File: src/rtl/mux_2x1_rr_arbiter.sv
// mux_2x1_rr_arbiter: two-requester round-robin arbiter driving a 2x1 mux into one registered output beat.
// Define MUX_2X1_RR_ARBITER_BURST_LOCK_EN to hold the grant across a burst until i_last.
module mux_2x1_rr_arbiter #(
  parameter int DATA_WIDTH = 32
) (
  input  logic                    clk,
  input  logic                    rst,
  input  logic [1:0]              i_valid,
  input  logic [2*DATA_WIDTH-1:0] i_data_bus,
  input  logic [1:0]              i_last,
  output logic [1:0]              o_ready,
  output logic                    o_valid,
  output logic [DATA_WIDTH-1:0]   o_data_bus,
  input  logic                    i_ready,
  output logic                    o_mux_en,
  output logic                    o_mux_cmd,
  output logic [1:0]              o_grant
);
  typedef enum logic [1:0] {IDLE, LOCK0, LOCK1} state_t;
  state_t                  state_q, state_d;
  logic                    rr_last_q, rr_last_d, valid_q, valid_d, ld, gidx;
  logic [DATA_WIDTH-1:0]   data_q, data_d;
  logic [1:0]              elig, grant, last;
`ifdef MUX_2X1_RR_ARBITER_BURST_LOCK_EN
  assign last = i_last;
`else
  // every beat ends its own burst, so the FSM never leaves IDLE
  assign last = i_last | 2'b11;
`endif
  always_comb begin
    elig      = state_q == LOCK0 ? {1'b0, i_valid[0]} : state_q == LOCK1 ? {i_valid[1], 1'b0} : i_valid;
    grant     = rst ? 2'b00 : &elig ? (rr_last_q ? 2'b01 : 2'b10) : elig;
    gidx      = grant[1];
    ld        = |grant && (!valid_q || i_ready);
    rr_last_d = ld ? gidx : rr_last_q;
    valid_d   = ld | (valid_q & ~i_ready);
    data_d    = ld ? (gidx ? i_data_bus[DATA_WIDTH +: DATA_WIDTH] : i_data_bus[DATA_WIDTH-1:0]) : data_q;
    state_d   = !ld ? state_q : last[gidx] ? IDLE : gidx ? LOCK1 : LOCK0;
  end
  always_ff @(posedge clk or posedge rst) begin
    if (rst) begin
      state_q   <= IDLE;
      rr_last_q <= 1'b1;
      valid_q   <= 1'b0;
      data_q    <= '0;
    end else begin
      state_q   <= state_d;
      rr_last_q <= rr_last_d;
      valid_q   <= valid_d;
      data_q    <= data_d;
    end
  end
  assign o_grant    = grant;
  assign o_ready    = {2{ld}} & grant;
  assign o_mux_en   = ld;
  assign o_mux_cmd  = ld & gidx;
  assign o_valid    = valid_q;
  assign o_data_bus = data_q;
endmodule

File: config.mk
export PLATFORM = sky130hd
export DESIGN_NAME = mux_2x1_rr_arbiter
export DESIGN_NICKNAME = d
export VERILOG_FILES = /design/src/rtl/mux_2x1_rr_arbiter.sv
export SDC_FILE = /design/constraint.sdc
export NUM_CORES = 1
export LEC_CHECK = 0
export CAP_MARGIN = 0
export CORE_MARGIN = 8
export CORE_UTILIZATION = 25
export CTS_CLUSTER_DIAMETER = 200
export CTS_CLUSTER_SIZE = 30
export DETAILED_ROUTE_END_ITERATION = 10
export DONT_BUFFER_PORTS = 1
export GPL_TIMING_DRIVEN = 0
export REMOVE_ABC_BUFFERS = 1
export SLEW_MARGIN = 20
export SYNTH_ARGS = -nofsm -noshare
export SYNTH_HDL_FRONTEND = slang
export SYNTH_SLANG_ARGS = --single-unit
export TNS_END_PERCENT = 1
File: constraint.sdc
create_clock -name clk -period 2.2 [get_ports clk]
set_input_delay 0.44 -clock clk [delete_from_list [all_inputs] [get_ports clk]]
set_output_delay 0.44 -clock clk [all_outputs]
set_load 0.01 [all_outputs]
==> run metrics, run 1 <==
FF/Latch Area=around 850 um^2; LEAKAGE=0.643 nW; most frequent cells in the layout=dfrtp_1, o2111ai_1, o21ai_0, a21oi_1, a31oi_1; placed wire-length estimate=~4400 um; cts bufs inserted=5; vias after detailed routing=1772; Post-Route WL=roughly 7000 um; Starting Density=25.2%; FILL cells=811; status=completed; worst r2r dst=o_data_bus[29]; DP Worst Slack=-0.654 ns; Synth area leaders=dfrtp_1, o2111ai_1, a31oi_1; Ys Warns=0; Int Power=0.00108 W; Die X=103 um; Overflow after GRT=0; Post-synth EDFFs=0; Critical R2R Launch=o_valid; register area share after synthesis=between 40 and 50%; drc violations=0; num ports=110; unrepaired setup endpoints after global routing=true; clock skew=between 0.004 and 0.005 ns; critical path cell sequence=and2_4, nor2_2, and2_1; Worst Path Arrival=between 1.5 and 2 ns; initial antenna violation count=0; CTS HTree Levels=2; Slew headroom=approximately 51%; pwr dens=~840 nW/um^2; setup repair bufs after CTS=0; Die ar.=~11000 um^2; Root Buffer=clkbuf_8; Net Sw Power=0.000613 W; layout cells sized above 1=a little under a tenth; Final ANT Viol Nets=0; Yosys reg bits=34; highest clock rate=around 0.47 GHz; PortBufs=0; clock sinks=34; Worst path top cell family by delay=simple AND/OR/NAND/NOR gates; area leader, netlist=dfrtp_1; hold_buf cts=0; Worst-path clk slew=about 0.07 ns; Max Cap Viol=0; Synth Instances=209; synthesis-to-finish area growth=5.76%; reg2reg setup slack=0.54 ns; Vias/cell=6.15; vias in the first global route=1883; most common cell after layout, fill and taps aside=dfrtp_1; Final WS setup=between 0.07 and 0.08 ns; final hold slack=between 0.15 and 0.2 ns; ant diodes=0; CP max FO=33; multi-input logic area=between 900 and 1000 um^2; Distinct cells, synth=19; CP max stage delay=just under 0.6 ns; Peak VDD IR=0.232 mV; Min-Delay Path Class=input port to asynchronous set/reset pin; Worst Path Required=between 1.5 and 2 ns; wire per inst=between 20 and 25 um; Pwr Total=0.00169 W; sequential share of power=between 50% and 60%; CTS tree=built; Iter 0 DRT Violations=between 150 and 200; CP Class=register to output pin; GPL Wtd Cong=0.611; post-layout net count=roughly 260; post-route clock period utilization=a little over nine tenths; first-pass GRT wire length=roughly 11000 um; final count of hold timing violations=0; Worst setup SP type=register; Final setup viols=0; Synth Cell Area=approximately 1900 um^2; Final min period=~2.1 ns; Net Sw Frac=36.3%; clk buf depth=2; Clock power frac=~28%; slowest CP cell=dfstp_2; crit end category=output pin; GRT Resource Usage Total=13.3%; Reg2Reg Depth=4; Async S/R FF share, synth=100%; top cell type's share of synthesized area=43.2%; worst path buffer plus inverter count=0; Max Slew Vio Count=0; clock latency on the worst-skew pair=approximately 0.28 ns; core area=7570 um^2; Worst-Margin Slew=0.735 ns; CP Depth=3; combinational share of power=19.8%; Die H=between 100 and 150 um; Main synth FF type=dfrtp_1; row cnt=32; largest net degree at the start of global routing=between 60 and 70; DR pass1 iterations=4; Mean Syn Cell Area=just over 9 um^2
-- cell families (layout without fill, tap and decap cells) --
family          after synthesis  count (layout)  synth area share, %
compound gates              131             131                 43.3
buf+inv                      36              13                 9.63
flops                        34              34                 44.6
simple gates                  8               8                 2.49
-- registers in the layout, indices dropped and copies added (netlist names) --
signal      count
o_data_bus     32
o_valid         1
rr_last_q       1
-- routing by layer --
metal / track usage (%) / vias to the layer above / part of all wire, %
li1: - / 785 / -
met1: 15.8 / 899 / 40
met2: 22.1 / 84 / 51
met3: 4.89 / 4 / 9.0
met4: 3.11 / 0 / 0.46
met5: 0 / - / 0
-- synth_stat cells (2+ instances only) --
master,n
a31oi_1,32
o21ai_0,32
inv_1,3
buf_6,6
and2_1,3
clkbuf_1,25
nand2b_1,2
dfrtp_1,33
o2111ai_1,32
a21oi_1,32
-- worst reg2reg max path, stage by stage, from the launching register on --
cell      delay, ns
dfrtp_1        0.44
nand2b_4       0.25
buf_16         0.19
and2_4         0.46
a31oi_1        0.16
-- area by class of cell --
| class | count | share of cell area, % |
|---|---|---|
| clock buffers | 8 | 3.96 |
| inverters | 4 | 1.24 |
| multi-input cells | 139 | 45.0 |
| flip-flops and latches | 34 | 42.2 |
| well taps | 102 | 6.32 |
| repair buffers | 1 | 1.36 |
-- per-stage QoR --
stage               instances  util, %  instance area (um^2)  setup TNS, ns
floorplan                 177        -                  1740        -0.0306
global placement          279     24.7                  1870         -25.92
detailed placement        280     25.2                  1900          -1.63
CTS                       288     26.6                  2020              0
global route              288     26.7                  2020        -0.0170
finish                    288     26.7                  2020              0
-- how the worst max path moves through the flow --
stage               startpoint         end  slack [ns]
global route         rr_last_q  o_ready[1]      -0.009
finish               rr_last_q  o_ready[1]        0.08
floorplan            rr_last_q  o_ready[0]       -0.03
CTS                  rr_last_q  o_ready[0]        0.02
detailed placement   rr_last_q  o_ready[0]       -0.65
global placement     rr_last_q  o_ready[0]       -0.59
-- repair_timing --
action / 4_1_cts / 5_1_grt
resized for setup: 8 / 2
endpoints found under the hold margin: 0 / 0
setup endpoints to repair: 8 / 3
cloned: 0 / 0
-- power by group through the flow --
stage | clock network, W | logic (W) | registers [W]
floorplan | 0 | 0.000231 | 0.000863
global placement | 0 | 0.000304 | 0.000899
detailed placement | 0 | 0.000326 | 0.000900
CTS | 0.000490 | 0.000334 | 0.000893
global route | 0.000515 | 0.000381 | 0.000905
finish | 0.000466 | 0.000334 | 0.000888
Note: power is estimated with default switching activity, not from simulation.
==> run 2, diff against run 1 <==
Settings changed: ABC_AREA set to 1.
==> run 2 against run 1 <==
  * Clock skew grew 0.0080 ns
  * Setup slack gained 0.076 ns
  * Synthesized cell count grew 42%
  * Design area grew 6.4%
  * Combinational power shrank 12%
  * Critical endpoint is now o_mux_cmd
  * Largest power group unchanged
  * Highest routed layer unchanged
==> run metrics, run 2 <==
Final setup viols=0 (unchanged); Mean Syn Cell Area=6.72 um^2 (was 9.14 um^2); Die X=105 um (was 103 um); Worst-path clk slew=0.08 ns (was 0.07 ns); final count of hold timing violations=0 (unchanged); Critical R2R Launch=o_valid (unchanged); wire per inst=16.1 um (was 25.0 um); vias after detailed routing=1760 (was 1772); Synth area leaders=dfrtp_1, nand2_1, nand3_1 (was dfrtp_1, o2111ai_1, a31oi_1); Final min period=2.04 ns (was 2.12 ns); Final WS setup=0.155 ns (was 0.0793 ns); DR pass1 iterations=4 (unchanged); Min-Delay Path Class=input port to asynchronous set/reset pin (unchanged); slowest CP cell=dfstp_2 (unchanged); Post-synth EDFFs=0 (unchanged); Max Slew Vio Count=0 (unchanged); CTS tree=built (unchanged); core area=7730 um^2 (was 7570 um^2); register area share after synthesis=42.7% (was 44.6%); reg2reg setup slack=0.45 ns (was 0.54 ns); most common cell after layout, fill and taps aside=nand2_1 (was dfrtp_1); Synth Cell Area=1990 um^2 (was 1910 um^2); Worst setup SP type=register (unchanged); Ys Warns=0 (unchanged); Peak VDD IR=0.177 mV (was 0.232 mV); Net Sw Frac=34.8% (was 36.3%); Iter 0 DRT Violations=114 (was 152); placed wire-length estimate=3940 um (was 4400 um); GPL Wtd Cong=0.686 (was 0.611); synthesis-to-finish area growth=7.84% (was 5.76%); Int Power=0.00109 W (was 0.00108 W); max reg flops=32 (unchanged); worst path buffer plus inverter count=0 (unchanged); Post-Route WL=6310 um (was 7190 um); Die ar.=11100 um^2 (was 10700 um^2); Starting Density=25.8% (was 25.2%); CTS HTree Levels=2 (unchanged); Worst Path Arrival=1.60 ns (was 1.68 ns); post-layout net count=361 (was 256); combinational share of power=17.7% (was 19.8%); clock latency on the worst-skew pair=0.29 ns (was 0.28 ns); Final ANT Viol Nets=0 (unchanged); Net Sw Power=0.000580 W (was 0.000613 W); most common library cells after synthesis=nand2_1, inv_1, nand3_1 (was dfrtp_1, a21oi_1, a31oi_1, o2111ai_1, o21ai_0); Worst Path Required=1.76 ns (about the same); Synth Instances=297 (was 209); cts bufs inserted=5 (unchanged); largest net degree at the start of global routing=38 (was 67); num ports=110 (unchanged); crit path to=o_mux_cmd (was o_ready[1]); clk buf depth=2 (unchanged); layout cells sized above 1=6.53% (was 9.14%); CP Class=register to output pin (unchanged); critical path cell sequence=nand2_4, nand3_4, nor2_4 (was and2_4, nor2_2, and2_1); Die H=105 um (was 103 um); PortBufs=0 (unchanged); first-pass GRT wire length=9710 um (was 10700 um); initial antenna violation count=0 (unchanged); Vias/cell=4.48 (was 6.15); Max Cap Viol=0 (unchanged); vias in the first global route=1777 (was 1883); GRT Resource Usage Total=11.0% (was 13.3%); drc violations=0 (unchanged); crit end category=output pin (unchanged); worst r2r dst=o_data_bus[26] (was o_data_bus[29]); ant diodes=0 (unchanged); Worst-Margin Slew=0.894 ns (was 0.735 ns); Main synth FF type=dfrtp_1 (unchanged); LEAKAGE=1.30 nW (was 0.643 nW); clock skew=0.0125 ns (was 0.00453 ns); sequential share of power=53.1% (was 52.6%); Yosys reg bits=34 (unchanged); hold_buf cts=0 (unchanged); pwr dens=775 nW/um^2 (was 835 nW/um^2); Distinct cells, synth=17 (was 19); Overflow after GRT=0 (unchanged); CP max stage delay=0.39 ns (was 0.59 ns); row cnt=32 (unchanged); post-route clock period utilization=92.9% (was 96.4%); final core occ=27.8% (was 26.7%); Worst path top cell family by delay=simple AND/OR/NAND/NOR gates (unchanged); Reg2Reg Depth=6 (was 4); highest clock rate=0.489 GHz (was 0.472 GHz); unrepaired setup endpoints after global routing=false (was true); status=completed (unchanged); Worst setup startpoint=rr_last_q (unchanged); Async S/R FF share, synth=100% (unchanged); top cell type's share of synthesized area=41.4% (was 43.2%); setup repair bufs after CTS=0 (unchanged); area leader, netlist=dfrtp_1 (unchanged); Clock power frac=29.3% (was 27.6%); count leader, synth=nand2_1 (was dfrtp_1); CP max FO=34 (was 33); DP Worst Slack=-0.732 ns (was -0.654 ns); Root Buffer=clkbuf_8 (unchanged); Slew headroom=40.3% (was 51.0%); most frequent cells in the layout=nand2_1, inv_1, nand3_1 (was dfrtp_1, o2111ai_1, o21ai_0, a21oi_1, a31oi_1); FILL cells=872 (was 811); final hold slack=0.0709 ns (was 0.155 ns); CP Depth=3 (unchanged); clock sinks=34 (unchanged)
-- run 2: cell count changes in the layout (fill, tap and decap cells not counted), sizes merged, moves of 2 or more --
| cell | previous run | this run |
|---|---|---|
| nand2 | 1 | 101 |
| nor2 | 1 | 7 |
| and2 | 4 | 0 |
| o2111ai | 32 | 0 |
| o21ai | 32 | 2 |
| a31oi | 32 | 0 |
| inv | 4 | 73 |
| a21oi | 32 | 0 |
| nand2b | 2 | 0 |
| nand3 | 0 | 66 |
-- run 2: worst min-delay path by stage --
stage	from	to	slack, ns	cells after the start
CTS	rst	o_data_bus[6]	0.08	1
global placement	rr_last_q	rr_last_q	0.47	2
finish	rst	o_data_bus[19]	0.07	1
floorplan	rst	o_data_bus[0]	0.40	1
global route	rst	o_data_bus[6]	0.10	1
detailed placement	rr_last_q	rr_last_q	0.48	2
-- run 2: final cells by class --
class,count,area (um^2),area share [%]
inverter,73,277,12.9
multi-input combinational,176,805,37.4
tap,102,128,5.93
clock buffer,8,90.1,4.19
sequential,34,852,39.6
-- run 2: timing repair --
item,in CTS,in global routing
hold endpoints to repair,0,0
pin swaps,1,1
resized for setup,4,1
setup endpoints to repair,6,3
cloned,1,1
-- run 2: kinds of logic after synthesis --
logic type / synth area share, %
AOI/OAI and AO/OA: 0.690
buffers and inverters: 19.0
DFF: 42.7
and+or+nand+nor: 37.6
-- run 2: stage by stage --
stage	power [W]	TNS (ns)	cell area, um^2	instances
after global placement	0.00117	-5.68	2020	383
final	0.00167	0	2150	393
after global routing	0.00179	0	2150	393
after floorplan	0.00108	-0.145	1890	281
after detailed placement	0.00118	-6.71	2020	383
after CTS	0.00170	0	2140	392
-- run 2: routing by layer --
layer | global-route usage (%) | vias to the layer above | wire, um
met5 | 0 | - | 0
met4 | 3.06 | 0 | 30
met3 | 4.02 | 2 | 518
li1 | - | 864 | -
met1 | 13.5 | 819 | 2850
met2 | 17.6 | 75 | 2910
-- run 2: power by group through the flow --
stage	Sequential, W	Combinational, W	Clock [W]
global placement	0.000897	0.000271	0
detailed placement	0.000898	0.000283	0
CTS	0.000890	0.000292	0.000515
global route	0.000902	0.000347	0.000537
floorplan	0.000860	0.000221	0
finish	0.000884	0.000294	0.000488
==> run 3, diff against run 2 <==
Settings changed: SKIP_LAST_GASP set to 1.
==> run 3 against run 2 <==
  * Sequential share of layout area rose by 0.092 points
  * Highest routed layer unchanged
  * Die area did not move
  * Non-clock buffer count did not move
  * Combinational power barely moved
  * Setup slack got worse by 0.11 ns
  * Global-route usage did not move
==> run metrics, run 3 (synthesis gave the netlist of run 2 again) <==
FILL cells=871 (was 872); Vias/cell=4.50 (was 4.48); core area=7730 um^2 (unchanged); Final min period=2.15 ns (was 2.04 ns); FF/Latch Area=852 um^2 (unchanged); PortBufs=0 (unchanged); placed wire-length estimate=3940 um (unchanged); wire per inst=16.1 um (about the same); crit end category=output pin (unchanged); final core occ=27.8% (about the same); num ports=110 (unchanged); critical path cell sequence=nand2_4, nand3_4, nor2_2 (was nand2_4, nand3_4, nor2_4); ant diodes=0 (unchanged); CTS HTree Levels=2 (unchanged); Worst-path clk slew=0.08 ns (about the same); Worst setup startpoint=rr_last_q (unchanged); hold_buf cts=0 (unchanged); clk buf depth=2 (unchanged); worst path buffer plus inverter count=0 (unchanged); initial antenna violation count=0 (unchanged); Critical R2R Launch=o_valid (unchanged); drc violations=0 (unchanged); unrepaired setup endpoints after global routing=true (was false); vias after detailed routing=1768 (was 1760); CP Class=register to output pin (unchanged); reg2reg setup slack=0.51 ns (was 0.45 ns); slowest CP cell=dfstp_2 (unchanged); worst r2r dst=o_data_bus[26] (unchanged); highest clock rate=0.465 GHz (was 0.489 GHz); Die H=105 um (unchanged); Root Buffer=clkbuf_8 (unchanged); Pwr Total=0.00167 W (about the same); Worst Path Required=1.76 ns (about the same); Worst setup SP type=register (unchanged); Max Cap Viol=0 (unchanged); GPL Wtd Cong=0.686 (unchanged); final count of hold timing violations=0 (unchanged); Final setup viols=0 (unchanged); Die ar.=11100 um^2 (unchanged); clock skew=0.0119 ns (was 0.0125 ns); first-pass GRT wire length=9710 um (unchanged); clock sinks=34 (unchanged); Iter 0 DRT Violations=117 (was 114); Overflow after GRT=0 (unchanged); CP max stage delay=0.39 ns (about the same); Max Slew Vio Count=0 (unchanged); clock latency on the worst-skew pair=0.29 ns (about the same); DP Worst Slack=-0.732 ns (unchanged); LEAKAGE=1.30 nW (about the same); CP Depth=3 (unchanged); multi-input logic area=800 um^2 (was 805 um^2); Peak VDD IR=0.177 mV (about the same); crit path to=o_mux_cmd (unchanged); most frequent cells in the layout=nand2_1, inv_1, nand3_1 (unchanged); Worst path top cell family by delay=simple AND/OR/NAND/NOR gates (unchanged); synthesis-to-finish area growth=7.59% (was 7.84%); cts bufs inserted=5 (unchanged); Min-Delay Path Class=input port to asynchronous set/reset pin (unchanged); Slew headroom=38.3% (was 40.3%); Post-Route WL=6330 um (was 6310 um); max reg flops=32 (unchanged); row cnt=32 (unchanged); status=completed (unchanged); Worst-Margin Slew=0.925 ns (was 0.894 ns); most common cell after layout, fill and taps aside=nand2_1 (unchanged); Starting Density=25.8% (unchanged); Reg2Reg Depth=6 (unchanged); Final WS setup=0.0475 ns (was 0.155 ns); Die X=105 um (unchanged); Final ANT Viol Nets=0 (unchanged); largest net degree at the start of global routing=38 (unchanged); layout cells sized above 1=6.53% (unchanged); CP max FO=34 (unchanged); post-layout net count=361 (unchanged); DR pass1 iterations=4 (unchanged); vias in the first global route=1777 (unchanged); pwr dens=777 nW/um^2 (was 775 nW/um^2); Worst Path Arrival=1.71 ns (was 1.60 ns); GRT Resource Usage Total=11.0% (unchanged); CTS tree=built (unchanged); setup repair bufs after CTS=0 (unchanged); post-route clock period utilization=97.8% (was 92.9%)
## run 3: changes by cell type in the layout (fill, tap and decap cells not counted)
cell	before	now
nor2_2	2	3
nor2_4	3	2
## run 3: worst min path at each step
stage / start / cells after the start / endpoint
2_1_floorplan: rst / 1 / o_data_bus[0]
3_3_place_gp: rr_last_q / 2 / rr_last_q
3_5_place_dp: rr_last_q / 2 / rr_last_q
4_1_cts: rst / 1 / o_data_bus[6]
5_1_grt: rst / 1 / o_data_bus[6]
6_report: rst / 1 / o_data_bus[19]
## run 3: where the power goes
group          internal [W]  switching [W]
clock network      0.000256       0.000232
logic             0.0000907       0.000204
registers          0.000739       0.000145
total               0.00109       0.000581
## run 3: worst reg2reg max path: stages (launching register included)
cell and delay [ns]:
dfrtp_1 0.41, inv_1 0.07, nor2_2 0.29, inv_1 0.12, nand2_2 0.53, nand2_1 0.13
nand2_1 0.10
## run 3: through the flow
stage               cells  setup TNS, ns  hold WS, ns  instance area [um^2]
floorplan             281         -0.145        0.402                  1890
global placement      383          -5.68        0.470                  2020
detailed placement    383          -6.71        0.480                  2020
CTS                   392              0       0.0817                  2140
global route          393         -0.135        0.105                  2150
finish                393              0       0.0723                  2150
## run 3: final cells by class
type,count,share of cell area (%)
multi-input cells,176,37.3
inverters,73,12.9
flip-flops and latches,34,39.7
clock buffers,8,4.20
well taps,102,5.95
## run 3: per-layer routing
| metal | GRT usage, % | part of all wire, % | vias up |
|---|---|---|---|
| met3 | 4.02 | 8.1 | 5 |
| li1 | - | - | 865 |
| met5 | 0 | 0 | - |
| met4 | 3.06 | 0.90 | 0 |
| met1 | 13.5 | 45 | 826 |
| met2 | 17.6 | 46 | 72 |
## run 3: what timing repair did
| item | 4_1_cts | 5_1_grt |
|---|---|---|
| pin swaps | 1 | 1 |
| gates resized for setup | 4 | 0 |
| cloned | 1 | 1 |
| setup endpoints to repair | 6 | 3 |
